File: src/rtl/divu_if.sv
// divu_if: operand/result bundle between the execute stage and divu_seq.
//   master (requester): drives start, Signal, dataA, dataB; observes results.
//   slave  (divider)  : observes the request, drives busy, done, divZero,
//                       quotient (LO) and remainder (HI).
interface divu_if #(
    parameter int WIDTH = 32
);
    logic             start;
    logic [5:0]       Signal;
    logic [WIDTH-1:0] dataA;
    logic [WIDTH-1:0] dataB;
    logic             busy;
    logic             done;
    logic             divZero;
    logic [WIDTH-1:0] quotient;
    logic [WIDTH-1:0] remainder;

    modport master (
        output start, Signal, dataA, dataB,
        input  busy, done, divZero, quotient, remainder
    );

    modport slave (
        input  start, Signal, dataA, dataB,
        output busy, done, divZero, quotient, remainder
    );
endinterface

File: src/rtl/divu_seq.sv
// divu_seq: multi-cycle unsigned divider (MIPS DIVU) beside the execute-stage ALU.
// One restoring-division step per clock; WIDTH steps per divide.
// Ports:
//   clk    - single clock, rising edge
//   reset  - synchronous, active-high; aborts any operation
//   bus    - divu_if slave: start/Signal/dataA/dataB in;
//            busy/done/divZero/quotient/remainder out
module divu_seq #(
    parameter int         WIDTH = 32,
    parameter logic [5:0] DIVU  = 6'd27
) (
    input  logic  clk,
    input  logic  reset,
    divu_if.slave bus
);
    localparam int CNT_W = (WIDTH > 1) ? $clog2(WIDTH) : 1;

    typedef enum logic [1:0] {IDLE, RUN, DONE} state_t;

    state_t                  state;
    state_t                  state_nxt;
    logic        [WIDTH-1:0] q;
    logic        [WIDTH-1:0] rem;
    logic        [WIDTH-1:0] divisor;
    logic        [CNT_W-1:0] cnt;
    logic                    div_zero;
    logic                    accept;
    logic        [WIDTH:0]   t;
    logic                    ge;

    // A request is taken only outside RUN, so a running divide can never be disturbed.
    assign accept = bus.start && (bus.Signal == DIVU) && (state != RUN);

    // Shifted partial remainder; the extra top bit keeps divisors >= 2^(WIDTH-1) exact.
    assign t  = {rem, q[WIDTH-1]};
    assign ge = (t >= {1'b0, divisor});

    // State register
    always_ff @(posedge clk) begin
        if (reset) begin
            state <= IDLE;
        end else begin
            state <= state_nxt;
        end
    end

    // Next-state logic
    always_comb begin
        state_nxt = state;
        case (state)
            IDLE, DONE: begin
                if (accept) begin
                    state_nxt = (bus.dataB == '0) ? DONE : RUN;
                end else begin
                    state_nxt = IDLE;
                end
            end
            RUN: begin
                if (cnt == '0) begin
                    state_nxt = DONE;
                end
            end
            default: state_nxt = IDLE;
        endcase
    end

    // Output decode
    always_comb begin
        bus.busy = (state == RUN);
        bus.done = (state == DONE);
    end

    assign bus.divZero   = div_zero;
    assign bus.quotient  = q;
    assign bus.remainder = rem;

    // Datapath: load at accept, one restoring step per RUN cycle.
    // After the last step q holds the quotient and rem the remainder.
    always_ff @(posedge clk) begin
        if (reset) begin
            q        <= '0;
            rem      <= '0;
            divisor  <= '0;
            cnt      <= '0;
            div_zero <= 1'b0;
        end else if (accept) begin
            divisor <= bus.dataB;
            cnt     <= CNT_W'(WIDTH - 1);
            if (bus.dataB == '0) begin
                q        <= '1;
                rem      <= bus.dataA;
                div_zero <= 1'b1;
            end else begin
                q        <= bus.dataA;
                rem      <= '0;
                div_zero <= 1'b0;
            end
        end else if (state == RUN) begin
            q   <= {q[WIDTH-2:0], ge};
            // When ge holds the true difference is below divisor, so WIDTH bits suffice.
            rem <= ge ? (t[WIDTH-1:0] - divisor) : t[WIDTH-1:0];
            cnt <= cnt - CNT_W'(1);
        end
    end
endmodule

File: src/flat_wrapper.sv
// flat-port wrapper written by rule: the top's interface ports become plain ports
module divu_seq_flat 
#(
    parameter int         WIDTH = 32,
    parameter logic [5:0] DIVU  = 6'd27
)
  (clk, reset, bus_start, bus_Signal, bus_dataA, bus_dataB, bus_busy, bus_done, bus_divZero, bus_quotient, bus_remainder);
  divu_if #(.WIDTH(WIDTH)) bus_i ();
  input  logic clk;
  input  logic reset;
  input wire logic [$bits(bus_i.start)-1:0] bus_start;
  input wire logic [$bits(bus_i.Signal)-1:0] bus_Signal;
  input wire logic [$bits(bus_i.dataA)-1:0] bus_dataA;
  input wire logic [$bits(bus_i.dataB)-1:0] bus_dataB;
  output wire logic [$bits(bus_i.busy)-1:0] bus_busy;
  output wire logic [$bits(bus_i.done)-1:0] bus_done;
  output wire logic [$bits(bus_i.divZero)-1:0] bus_divZero;
  output wire logic [$bits(bus_i.quotient)-1:0] bus_quotient;
  output wire logic [$bits(bus_i.remainder)-1:0] bus_remainder;
  assign bus_i.start = bus_start;
  assign bus_i.Signal = bus_Signal;
  assign bus_i.dataA = bus_dataA;
  assign bus_i.dataB = bus_dataB;
  assign bus_busy = bus_i.busy;
  assign bus_done = bus_i.done;
  assign bus_divZero = bus_i.divZero;
  assign bus_quotient = bus_i.quotient;
  assign bus_remainder = bus_i.remainder;
  divu_seq #(.WIDTH(WIDTH), .DIVU(DIVU)) u_core (.clk(clk), .reset(reset), .bus(bus_i));
endmodule
File: config.mk
export PLATFORM = sky130hd
export DESIGN_NAME = divu_seq_flat
export DESIGN_NICKNAME = d
export VERILOG_FILES = /design/src/rtl/divu_if.sv /design/src/rtl/divu_seq.sv /design/src/flat_wrapper.sv
export SDC_FILE = /design/constraint.sdc
export NUM_CORES = 1
export LEC_CHECK = 0
export ABC_AREA = 1
export CORE_AREA = 2 2 128 130
export DETAILED_ROUTE_END_ITERATION = 8
export DIE_AREA = 0 0 130 132
export PLACE_DENSITY_LB_ADDON = 0.05
export RECOVER_POWER = 50
export SYNTH_ARGS = -nofsm -noshare
export SYNTH_HDL_FRONTEND = slang
export SYNTH_SLANG_ARGS = --single-unit
File: constraint.sdc
create_clock -name clk -period 4.3 [get_ports clk]
set_clock_uncertainty 0.05 [all_clocks]
set_input_delay 1.075 -clock clk [delete_from_list [all_inputs] [get_ports clk]]
set_output_delay 1.075 -clock clk [all_outputs]
set_load 0.05 [all_outputs]
## Word level (Yosys, flattened, before mapping)

Cells that the tools add are included.

| operators by class | value |
|---|---|
| bitwise operators | 0 |
| eq/ne operators | 5 |
| $add $sub $neg | 2 |
| $mul | 0 |
| div/mod/pow operators | 0 |
| multiplexer cells | 14 |
| order comparisons | 1 |
| reductions and logical operators | 7 |
| shift operators | 0 |

Operator list:

| kind | number |
|---|---|
| two-way mux 32 bit | 7 |
| >= comparator 33 x 32 -> 1 bit | 1 |
| logical NOT 32 bit | 1 |
| subtractor 32 bit | 1 |
| two-way mux 5 bit | 2 |
| equality test 6 x 5 -> 1 bit, second input constant | 1 |
| two-way mux 2 bit | 3 |
| logical NOT 5 bit | 1 |
| subtractor 5 x 1 -> 5 bit, second input constant | 1 |
| != test 2 x 1 -> 1 bit, second input constant | 2 |
| one-hot mux 2 bit (2 select lines) | 1 |
| equality test 2 x 1 -> 1 bit, second input constant | 1 |
| equality test 2 bit, second input constant | 1 |
| logical AND 1 bit | 2 |
| logical NOT 2 bit | 1 |
| nonzero test 2 bit | 1 |
| OR reduction 2 bit | 1 |
| two-way mux 1 bit | 1 |

| storage, ports and cells | value |
|---|---|
| memory bits (read-only) | 0 |
| bits in latches | 0 |
| memories | 0 |
| register bits | 104 |
| output and inout bits | 67 |
| bits in writable memories | 0 |

## Logic depth before layout (Yosys ltp)

Gate-level depths: netlist of the first run.

| logic depth | value |
|---|---|
| word-level depth | 5 |
| mapped depth | 18 |

## Worst setup path after synthesis of the first run

Ideal clock, no wire load.

| timing path | value |
|---|---|
| path type | in2reg |
| from | input bus_Signal[3] |
| to | register u_core.q[15], in the netlist u_core.bus.quotient[15] |
| path buffers | 2 |
| setup time | 0.119 ns |
| cell stages on the path | 9 |
| slack | 1.846 ns |
| data arrival time | 2.285 ns |
| cell sequence | nand2_1 > nor2_1 > nand4_1 > nor2_2 > inv_2 > buf_2 > clkbuf_1 > nor3_1 > nor3_1 |

| on the way | value |
|---|---|
| cells in the longest elaborated chain, start to end | 4 |

Ends and longest elaborated chain:

| item | line | source |
|---|---|---|
| from (decl) | flat_wrapper.sv:12 | `input wire logic [$bits(bus_i.Signal)-1:0] bus_Signal;` |
| equality test 6 x 5 -> 1 bit * | divu_seq.sv:32 | `assign accept = bus.start && (bus.Signal == DIVU) && (state != RUN);` |
| logical AND 1 bit * (2 in series) | divu_seq.sv:32 |  |
| two-way mux 32 bit / nonzero test 2 bit (equally long branches) | n/a |  |
| to (signal assigned) | divu_seq.sv:94 | `q <= bus.dataA;` |
| to (signal assigned) | divu_seq.sv:99 | `q <= {q[WIDTH-2:0], ge};` |
| to (decl) | divu_seq.sv:22 | `logic [WIDTH-1:0] q;` |

Mark *: on every way between the ends. The rest lies on a longest branch, timed or not.
A chain may end at the register's enable or synchronous reset.

==> impl_metrics.env, run 1 <==
export IMPL_final_common_cell="nand2_1"
export IMPL_first_pass_iters=5
export IMPL_synth_edff_count=0
export IMPL_syn_inst=1296
export IMPL_slowest_stage="clkbuf_2"
export IMPL_hold_ws_ns=0.408
export IMPL_ant_nets=0
export IMPL_p_switching_mw=0.868
export IMPL_regArea_um2=2080
export IMPL_cts_tree="yes"
export IMPL_ctsLongestPathBuffers=2
export IMPL_cts_inserted_buffers=9
export IMPL_period_minus_slack_ns=3.59
export IMPL_crit_type="input pin to flip-flop"
export IMPL_worst_path_max_fanout=54
export IMPL_final_cells=1620
export IMPL_ys_warn_count=0
export IMPL_max_stage_delay_ns=0.88
export IMPL_io_buffers=139
export IMPL_cts_clk_slew_worst_paths_ns=0.08
export IMPL_place_ws_ns=0.602
export IMPL_relSlewSlack_pct=31.5
export IMPL_timing_final_max_slew_violations=0
export IMPL_core_um2=15700
export IMPL_die_area_um2=17200
export IMPL_critPathLaunchType="input pin"
export IMPL_remaining_drc_errors=0
export IMPL_hold_violations=0
export IMPL_nNetsFinal=1507
export IMPL_vias=8249
export IMPL_io_pins=140
export IMPL_antenna_found_initial=0
export IMPL_cts_resized=0
export IMPL_cp_required_ns=4.55
export IMPL_cts_setup_buffers=0
export IMPL_final_area_um2=9580
export IMPL_drtIter0Drc=541
export IMPL_synth_top_area_cell="dfxtp_1"
export IMPL_num_rows=46
export IMPL_grt_pass1_wl_mm=38.1
export IMPL_critical_path_endpoint_type="flip-flop"
export IMPL_setup_violations=0
export IMPL_hold_buffers=0
export IMPL_ys_types=31
export IMPL_vias_per_cell=5.09
export IMPL_syn_area_um2=7710
export IMPL_gp_congestion=0.946
export IMPL_initial_core_util_pct=49.1
export IMPL_grt_max_degree=73
export IMPL_fin_crit_sh_pct=83.5
export IMPL_drive_gt1_share_pct=4.42
export IMPL_cp_cell_sequence="clkdlybuf4s50_1 -> clkbuf_2 -> inv_1 -> clkbuf_2 -> o21ai_0 -> a21oi_1"
export IMPL_insertion_delay_ns=0.37
export IMPL_overflow=0
export IMPL_cp_arrival_ns=3.84
export IMPL_placed_cell_area_um2=9270
export IMPL_cts_htree_levels=3
export IMPL_intPower_mw=1.73
export IMPL_dp_hpwl_mm=18.1
export IMPL_power_frac_seq_pct=37.7
export IMPL_holdCritPathClass="flip-flop to flip-flop"
export IMPL_area_growth_pct=24.3
export IMPL_fmax_mhz=279
export IMPL_combinationalPowerShare_pct=25.5
export IMPL_async_reset_ff_share_pct=0
export IMPL_drt_total_wl_mm=23.8
export IMPL_ys_seq_area_share_pct=27.0
export IMPL_ir_drop_mv=0.208
export IMPL_die_w_um=130
export IMPL_antenna_cells=0
export IMPL_cap_viol_max_count=0
export IMPL_multiInputGateArea_um2=4490
export IMPL_ys_flop_type="dfxtp_1"
export IMPL_setup_ws_ns=0.712
export IMPL_synth_nets=1404
export IMPL_grt_setup_unrepaired="no"
export IMPL_clock_sinks=104
export IMPL_cellPowerDensity_nw_per_um2=271
export IMPL_synth_seq_cells=104
export IMPL_final_cell_mix="nand2_1, inv_1, dfxtp_1"
export IMPL_status="finished, final reports clean"
export IMPL_routedWlPerCell_um=14.7
export IMPL_fp_dieH_um=132
export IMPL_ctsRootBufferMaster="clkbuf_16"
export IMPL_grt_use_total_pct=27.8
export IMPL_worstMarginPinSlew_ns=1.03
export IMPL_syn_mean_instance_area_um2=5.95
export IMPL_synth_top_area_share_pct=27.0
export IMPL_crit_path_frequent_cell="clkbuf_2"
export IMPL_synthTopCellsByArea="dfxtp_1, nand2_1, inv_1, nand3_1, a21oi_1"
export IMPL_dp_cells=1604
export IMPL_switching_share_pct=33.4
export IMPL_grt_pass1_vias=7223
export IMPL_setup_tns_ns=0
export IMPL_power_frac_clock_pct=36.8
export IMPL_p_leak_nw=5.09
export IMPL_final_fill_count=1587
## cells in the mapped netlist (5+ instances only)
master,instances
clkbuf_1,47
inv_1,238
dfxtp_1,104
nand3_1,92
nor2_2,11
nand4_1,38
o31ai_1,28
nand2_2,14
ha_1,34
xor2_1,20
buf_2,8
nand2_1,385
a31oi_1,5
nor3_1,10
o21ai_0,77
a21oi_1,89
nor2_1,70
## path summary, 6_finish.rpt
| check | slack, ns | to | from | cells past startpoint |
|---|---|---|---|---|
| max | 0.71 | u_core.divisor[16]$_SDFFE_PP0P_ | reset | 6 |
| min | 0.41 | u_core.divisor[15]$_SDFFE_PP0P_ | u_core.divisor[15]$_SDFFE_PP0P_ | 2 |
| max reg2reg | 1.27 | u_core.bus.remainder[29]$_SDFFE_PP0P_ | u_core.bus.remainder[16]$_SDFFE_PP0P_ | 12 |
| min reg2reg | 0.41 | u_core.divisor[15]$_SDFFE_PP0P_ | u_core.divisor[15]$_SDFFE_PP0P_ | 2 |
## metrics by stage
stage          utilization, %  total power, mW
3_5_place_dp             59.0             1.66
2_1_floorplan               -             1.44
6_report                 61.0             2.60
4_1_cts                  61.1             2.61
3_3_place_gp             59.0             1.66
5_1_grt                  61.0             2.71
## flip-flops by register name (all words and copies together), names as in the netlist
name / flops
u_core.divisor: 32
u_core.bus.quotient: 32
u_core.bus.remainder: 32
u_core.cnt: 5
u_core.bus.divZero: 1
u_core.state: 2
## cells by family (layout without fill, tap and decap cells)
kind of cell             after synthesis  count (layout)  synth area share [%]
AND/OR/NAND/NOR                      629             629                  35.0
buffers and inverters                299             407                  14.9
AO/OA/AOI/OAI                        209             209                  15.1
flip-flops                           104             104                  27.0
adder cells (fa/ha/maj)               35              35                  5.78
XOR/XNOR                              20              20                  2.27
## worst max-delay path, delay by kind of cell
| family | cells | cell delay [ns] |
|---|---|---|
| buffers and inverters | 4 | 2.26 |
| AOI/OAI and AO/OA | 2 | 0.45 |
## metal layers
| layer | global-route usage [%] | vias to the layer above | share of wire [%] |
|---|---|---|---|
| met5 | 0 | - | 0 |
| met4 | 7.53 | 0 | 1.4 |
| met3 | 3.17 | 25 | 6.1 |
| met2 | 41.2 | 261 | 43 |
| met1 | 42.5 | 3657 | 50 |
| li1 | - | 4306 | - |
## power by group through the flow
stage	clock network (mW)	logic, mW	registers (mW)
floorplan	0	0.419	1.02
global placement	0	0.658	1.00
detailed placement	0	0.658	1.00
CTS	0.974	0.660	0.979
global route	1.00	0.726	0.980
finish	0.957	0.663	0.979
## area by class of cell
class	count	share of cell area, %
Multi-Input combinational cell	893	46.8
Sequential cell	104	21.7
Timing Repair Buffer	150	15.7
Inverter	241	9.46
Tap cell	216	2.82
Clock buffer	10	2.49
Clock inverter	6	1.02
No activity file was read; power rests on OpenSTA's default activity.
==> inputs of run 2 (changes only) <==
clock period = 3.35 ns   (was 4.3 ns; I/O delays follow)
==> run 2 against run 1 <==
Compared with the run above:
- register-to-register slack worse by 0.83 ns
- die area unchanged
- first-iteration DRC count up 27%
- via count rose by 2.9%
- count of clock-buffer cells in the layout fell by 1
- wire length rose by 2.1%
- critical path type unchanged
- largest power group unchanged
==> impl_metrics.env, run 2 (same netlist as run 1, synthesis figures left out) <==
export IMPL_cts_clk_slew_worst_paths_ns=0.08
export IMPL_r2r_end="u_core.bus.remainder[26]$_SDFFE_PP0P_"
export IMPL_fp_dieH_um=132
export IMPL_final_common_cell="nand2_1"
export IMPL_die_w_um=130
export IMPL_fmax_mhz=332
export IMPL_grt_pass1_vias=7603
export IMPL_area_growth_pct=24.2
export IMPL_cts_inserted_buffers=9
export IMPL_io_buffers=139
export IMPL_fin_crit_sh_pct=90.0
export IMPL_combinationalPowerShare_pct=26.6
export IMPL_regToRegSetupSlack_ns=0.44
export IMPL_critPathLaunchType="input pin"
export IMPL_ctsLongestPathBuffers=2
export IMPL_io_pins=140
export IMPL_initial_core_util_pct=49.1
export IMPL_worst_path_max_fanout=62
export IMPL_setup_tns_ns=0
export IMPL_rr_worst_depth=10
export IMPL_routedWlPerCell_um=15.0
export IMPL_insertion_delay_ns=0.36
export IMPL_p_switching_mw=1.13
export IMPL_ant_nets=0
export IMPL_relSlewSlack_pct=8.84
export IMPL_num_rows=46
export IMPL_die_area_um2=17200
export IMPL_hold_ws_ns=0.409
export IMPL_antenna_found_initial=0
export IMPL_timing_final_max_slew_violations=0
export IMPL_drt_total_wl_mm=24.3
export IMPL_nNetsFinal=1511
export IMPL_r2r_start="u_core.state[0]$_SDFFE_PP0P_"
export IMPL_clock_sinks=104
export IMPL_final_area_um2=9580
export IMPL_remaining_drc_errors=0
export IMPL_intPower_mw=2.14
export IMPL_setup_ws_ns=0.336
export IMPL_crit_type="input pin to flip-flop"
export IMPL_grt_pass1_wl_mm=38.6
export IMPL_vias_per_cell=5.23
export IMPL_period_minus_slack_ns=3.01
export IMPL_setup_violations=0
export IMPL_cellPowerDensity_nw_per_um2=342
export IMPL_critical_path_endpoint_type="flip-flop"
export IMPL_gp_congestion=0.971
export IMPL_core_um2=15700
export IMPL_cap_viol_max_count=0
export IMPL_worstMarginPinSlew_ns=1.37
export IMPL_dp_hpwl_mm=18.1
export IMPL_final_fill_count=1577
export IMPL_hold_buffers=0
export IMPL_hold_violations=0
export IMPL_ctsRootBufferMaster="clkbuf_16"
export IMPL_drive_gt1_share_pct=4.69
export IMPL_grt_max_degree=75
export IMPL_cp_arrival_ns=3.27
export IMPL_final_cell_mix="nand2_1, inv_1, dfxtp_1"
export IMPL_hold_path_startpoint="u_core.divisor[11]$_SDFFE_PP0P_"
export IMPL_overflow=0
export IMPL_vias=8486
export IMPL_ir_drop_mv=0.249
export IMPL_p_leak_nw=5.08
export IMPL_grt_setup_unrepaired="no"
export IMPL_switching_share_pct=34.6
export IMPL_cts_tree="yes"
export IMPL_power_frac_seq_pct=38.4
export IMPL_holdCritPathClass="flip-flop to flip-flop"
export IMPL_power_frac_clock_pct=34.9
export IMPL_cts_htree_levels=3
export IMPL_cp_required_ns=3.61
export IMPL_cts_resized=0
export IMPL_drtIter0Drc=689
export IMPL_placed_cell_area_um2=9300
export IMPL_first_pass_iters=7
export IMPL_hold_depth=2
export IMPL_cts_setup_buffers=0
export IMPL_grt_use_total_pct=28.2
export IMPL_antenna_cells=0
export IMPL_holdPathEnd="u_core.divisor[11]$_SDFFE_PP0P_"
export IMPL_status="finished, final reports clean"
export IMPL_place_ws_ns=0.247
[run 2: per-stage QoR]
stage,std cells,total power [mW],util [%]
2_1_floorplan,1296,1.85,-
3_3_place_gp,1608,2.14,59.2
3_5_place_dp,1608,2.15,59.2
4_1_cts,1623,3.27,61.1
5_1_grt,1623,3.40,60.9
6_report,1623,3.27,60.9
[run 2: final cells by class]
type | instances | area, um^2 | share of cell area [%]
clock inverter | 6 | 77.6 | 0.810
timing repair buffer | 154 | 1530 | 16.0
clock buffer | 9 | 225 | 2.35
inverter | 241 | 905 | 9.45
multi-input combinational | 893 | 4490 | 46.8
tap | 216 | 270 | 2.82
sequential | 104 | 2080 | 21.7
[run 2: power groups by stage]
stage          combinational (mW)  sequential [mW]  clock, mW
6_report                    0.872             1.26       1.14
2_1_floorplan               0.537             1.31          0
5_1_grt                     0.951             1.26       1.19
4_1_cts                     0.865             1.26       1.15
3_5_place_dp                0.860             1.29          0
3_3_place_gp                0.855             1.29          0
[run 2: how the worst max path moves through the flow]
stage | from | end | slack (ns) | cells after the start
final | bus_Signal[2] | u_core.bus.remainder[25]$_SDFFE_PP0P_ | 0.34 | 9
after global routing | bus_Signal[2] | u_core.bus.remainder[21]$_SDFFE_PP0P_ | 0.13 | 10
after global placement | bus_dataB[29] | u_core.bus.remainder[31]$_SDFFE_PP0P_ | 0.25 | 11
after CTS | u_core.bus.remainder[21]$_SDFFE_PP0P_ | u_core.bus.remainder[25]$_SDFFE_PP0P_ | 0.53 | 13
after detailed placement | bus_dataB[29] | u_core.bus.remainder[20]$_SDFFE_PP0P_ | 0.25 | 13
after floorplan | u_core.bus.remainder[28]$_SDFFE_PP0P_ | u_core.bus.remainder[20]$_SDFFE_PP0P_ | 0.95 | 13
[run 2: worst max-delay path, cell delays in order]
cell and delay [ns]:
dlygate4sd3_1 0.53, nor2_1 0.05, nand4_1 0.13, nor2_1 0.08
inv_2 0.80, nand2_1 0.36, a21oi_1 0.33, nor2_1 0.07
nor2_1 0.08
[run 2: layer usage]
layer / wire length (um) / track usage, %
met1: 11500 / 40.8
met3: 1790 / 4.14
met5: 0 / 0
met4: 564 / 9.68
met2: 10500 / 42.6
==> inputs of run 3 (changes only) <==
ABC_CLOCK_PERIOD_IN_PS = 3350   (was default)
CORE_AREA = 2 2 150 123   (was 2 2 128 130)
DIE_AREA = 0 0 152 125   (was 0 0 130 132)
==> run 3 against run 2 <==
Compared with the run above:
- maximum frequency increased by 3.1%
- worst setup slack improved by 0.092 ns
- worst hold slack improved by 0.0015 ns
- wire length increased by 2.8%
- non-clock buffer count increased by 6
- combinational power increased by 2%
- final cell count increased by 1.3%
- flip-flop and latch count unchanged
- count of clock-buffer cells in the layout increased by 1
- sequential power about the same
==> impl_metrics.env, run 3 (same netlist as run 1, synthesis figures left out) <==
export IMPL_status="finished, final reports clean"
export IMPL_initial_core_util_pct=43.6
export IMPL_drive_gt1_share_pct=5.23
export IMPL_final_common_cell="nand2_1"
export IMPL_hold_path_startpoint="u_core.divisor[21]$_SDFFE_PP0P_"
export IMPL_drtIter0Drc=657
export IMPL_r2r_end="u_core.bus.remainder[25]$_SDFFE_PP0P_"
export IMPL_grt_pass1_wl_mm=40.8
export IMPL_r2r_start="u_core.bus.remainder[21]$_SDFFE_PP0P_"
export IMPL_io_pins=140
export IMPL_period_minus_slack_ns=2.92
export IMPL_vias_per_cell=5.04
export IMPL_die_area_um2=19000
export IMPL_remaining_drc_errors=0
export IMPL_overflow=0
export IMPL_final_cell_mix="nand2_1, inv_1, dfxtp_1"
export IMPL_hold_depth=2
export IMPL_fmax_mhz=342
export IMPL_io_buffers=139
export IMPL_final_cells=1644
export IMPL_fin_crit_sh_pct=87.2
export IMPL_cts_inserted_buffers=9
export IMPL_insertion_delay_ns=0.36
export IMPL_cp_arrival_ns=3.15
export IMPL_holdCritPathClass="flip-flop to flip-flop"
export IMPL_combinationalPowerShare_pct=27.0
export IMPL_first_pass_iters=5
export IMPL_critPathTopFamily="simple AND/OR/NAND/NOR gates"
export IMPL_grt_max_degree=75
export IMPL_die_w_um=152
export IMPL_dp_cells=1628
export IMPL_ctsLongestPathBuffers=2
export IMPL_gp_congestion=0.934
export IMPL_switching_share_pct=34.2
export IMPL_cts_resized=0
export IMPL_setup_tns_ns=0
export IMPL_cts_clk_slew_worst_paths_ns=0.08
export IMPL_cts_setup_buffers=0
export IMPL_critPathBufInv=3
export IMPL_grt_pass1_vias=7581
export IMPL_area_growth_pct=25.3
export IMPL_fp_dieH_um=125
export IMPL_cts_htree_levels=3
export IMPL_drt_total_wl_mm=25.0
export IMPL_grt_setup_unrepaired="no"
export IMPL_regToRegSetupSlack_ns=0.68
export IMPL_antenna_found_initial=0
export IMPL_cap_viol_max_count=0
export IMPL_intPower_mw=2.17
export IMPL_setup_violations=0
export IMPL_cellPowerDensity_nw_per_um2=341
export IMPL_ir_drop_mv=0.222
export IMPL_max_stage_delay_ns=0.74
export IMPL_cts_tree="yes"
export IMPL_clock_sinks=104
export IMPL_cp_cell_sequence="clkdlybuf4s50_1 -> nor4_1 -> nand3b_1 -> nor2_4 -> buf_12 -> buf_4 -> nor3_1 -> nor3_1"
export IMPL_worst_path_max_fanout=51
export IMPL_core_um2=17700
export IMPL_cp_required_ns=3.58
export IMPL_num_rows=44
export IMPL_crit_type="input pin to flip-flop"
export IMPL_ctsRootBufferMaster="clkbuf_16"
export IMPL_worstSetupStartpoint="bus_dataB[31]"
export IMPL_grt_use_total_pct=26.6
export IMPL_dp_hpwl_mm=19.3
export IMPL_critical_path_endpoint_type="flip-flop"
export IMPL_cp_num_cells=8
export IMPL_ant_nets=0
export IMPL_crit_path_frequent_cell="nor3_1"
export IMPL_holdPathEnd="u_core.divisor[21]$_SDFFE_PP0P_"
export IMPL_p_leak_nw=5.12
export IMPL_routedWlPerCell_um=15.2
export IMPL_relSlewSlack_pct=33.7
export IMPL_power_frac_clock_pct=35.0
export IMPL_vias=8283
export IMPL_nNetsFinal=1517
export IMPL_p_switching_mw=1.13
export IMPL_antenna_cells=0
export IMPL_power_frac_seq_pct=38.1
export IMPL_hold_violations=0
export IMPL_critPathLaunchType="input pin"
export IMPL_hold_buffers=0
export IMPL_worstMarginPinSlew_ns=0.993
export IMPL_rr_worst_depth=11
export IMPL_timing_final_max_slew_violations=0
export IMPL_slowest_stage="nor4_1"
==> run 3: cell count changes in the layout (fill, tap and decap cells not counted) <==
cell,before,now
buf_4,10,18
clkbuf_1,1,0
clkbuf_2,2,1
clkbuf_8,0,1
clkdlybuf4s50_1,76,75
clkinv_1,0,1
clkinv_2,0,1
clkinvlp_4,1,0
dlygate4sd3_1,62,63
inv_1,238,237
inv_2,3,2
inv_4,0,1
==> run 3: layout make-up <==
cell class              count  area [um^2]
clock buffers              10          239
flip-flops and latches    104         2080
inverters                 241          907
fillers                  1846         8010
well taps                 230          288
repair buffers            160         1580
multi-input cells         893         4490
clock inverters             6         75.1
==> run 3: power groups by stage <==
stage,clock network [mW],logic (mW),registers [mW]
floorplan,0,0.537,1.31
global placement,0,0.878,1.29
detailed placement,0,0.881,1.29
CTS,1.17,0.885,1.26
global route,1.22,0.988,1.26
finish,1.15,0.889,1.26
==> run 3: per-layer routing <==
metal  global-route usage (%)  routed length, um  vias up
met5                        0                  0        -
met4                     6.49                444        0
met3                     4.99               1340       20
met2                     40.9              10900      202
met1                     38.5              12300     3743
li1                         -                  -     4318
==> run 3: worst min-delay path, cell delays in order (launching register included) <==
cell and delay, ns:
dfxtp_1 0.30, inv_1 0.06, a21oi_1 0.06
==> run 3: through the flow <==
stage	setup slack (ns)	hold slack, ns	util (%)	power, mW	cell area [um^2]
3_3_place_gp	0.0980	0.395	52.9	2.16	9350
3_5_place_dp	0.0740	0.400	52.9	2.17	9350
6_report	0.427	0.410	54.7	3.30	9660
5_1_grt	0.264	0.437	54.7	3.46	9660
2_1_floorplan	0.952	0.383	-	1.85	7710
4_1_cts	0.450	0.412	54.7	3.32	9660
==> run 3: worst max path at each step <==
stage	slack, ns	end
after CTS	0.45	u_core.bus.quotient[15]$_SDFFE_PP0P_
final	0.43	u_core.bus.quotient[15]$_SDFFE_PP0P_
after global placement	0.1	u_core.bus.remainder[13]$_SDFFE_PP0P_
after detailed placement	0.07	u_core.bus.quotient[15]$_SDFFE_PP0P_
after floorplan	0.95	u_core.bus.remainder[20]$_SDFFE_PP0P_
after global routing	0.26	u_core.bus.remainder[30]$_SDFFE_PP0P_
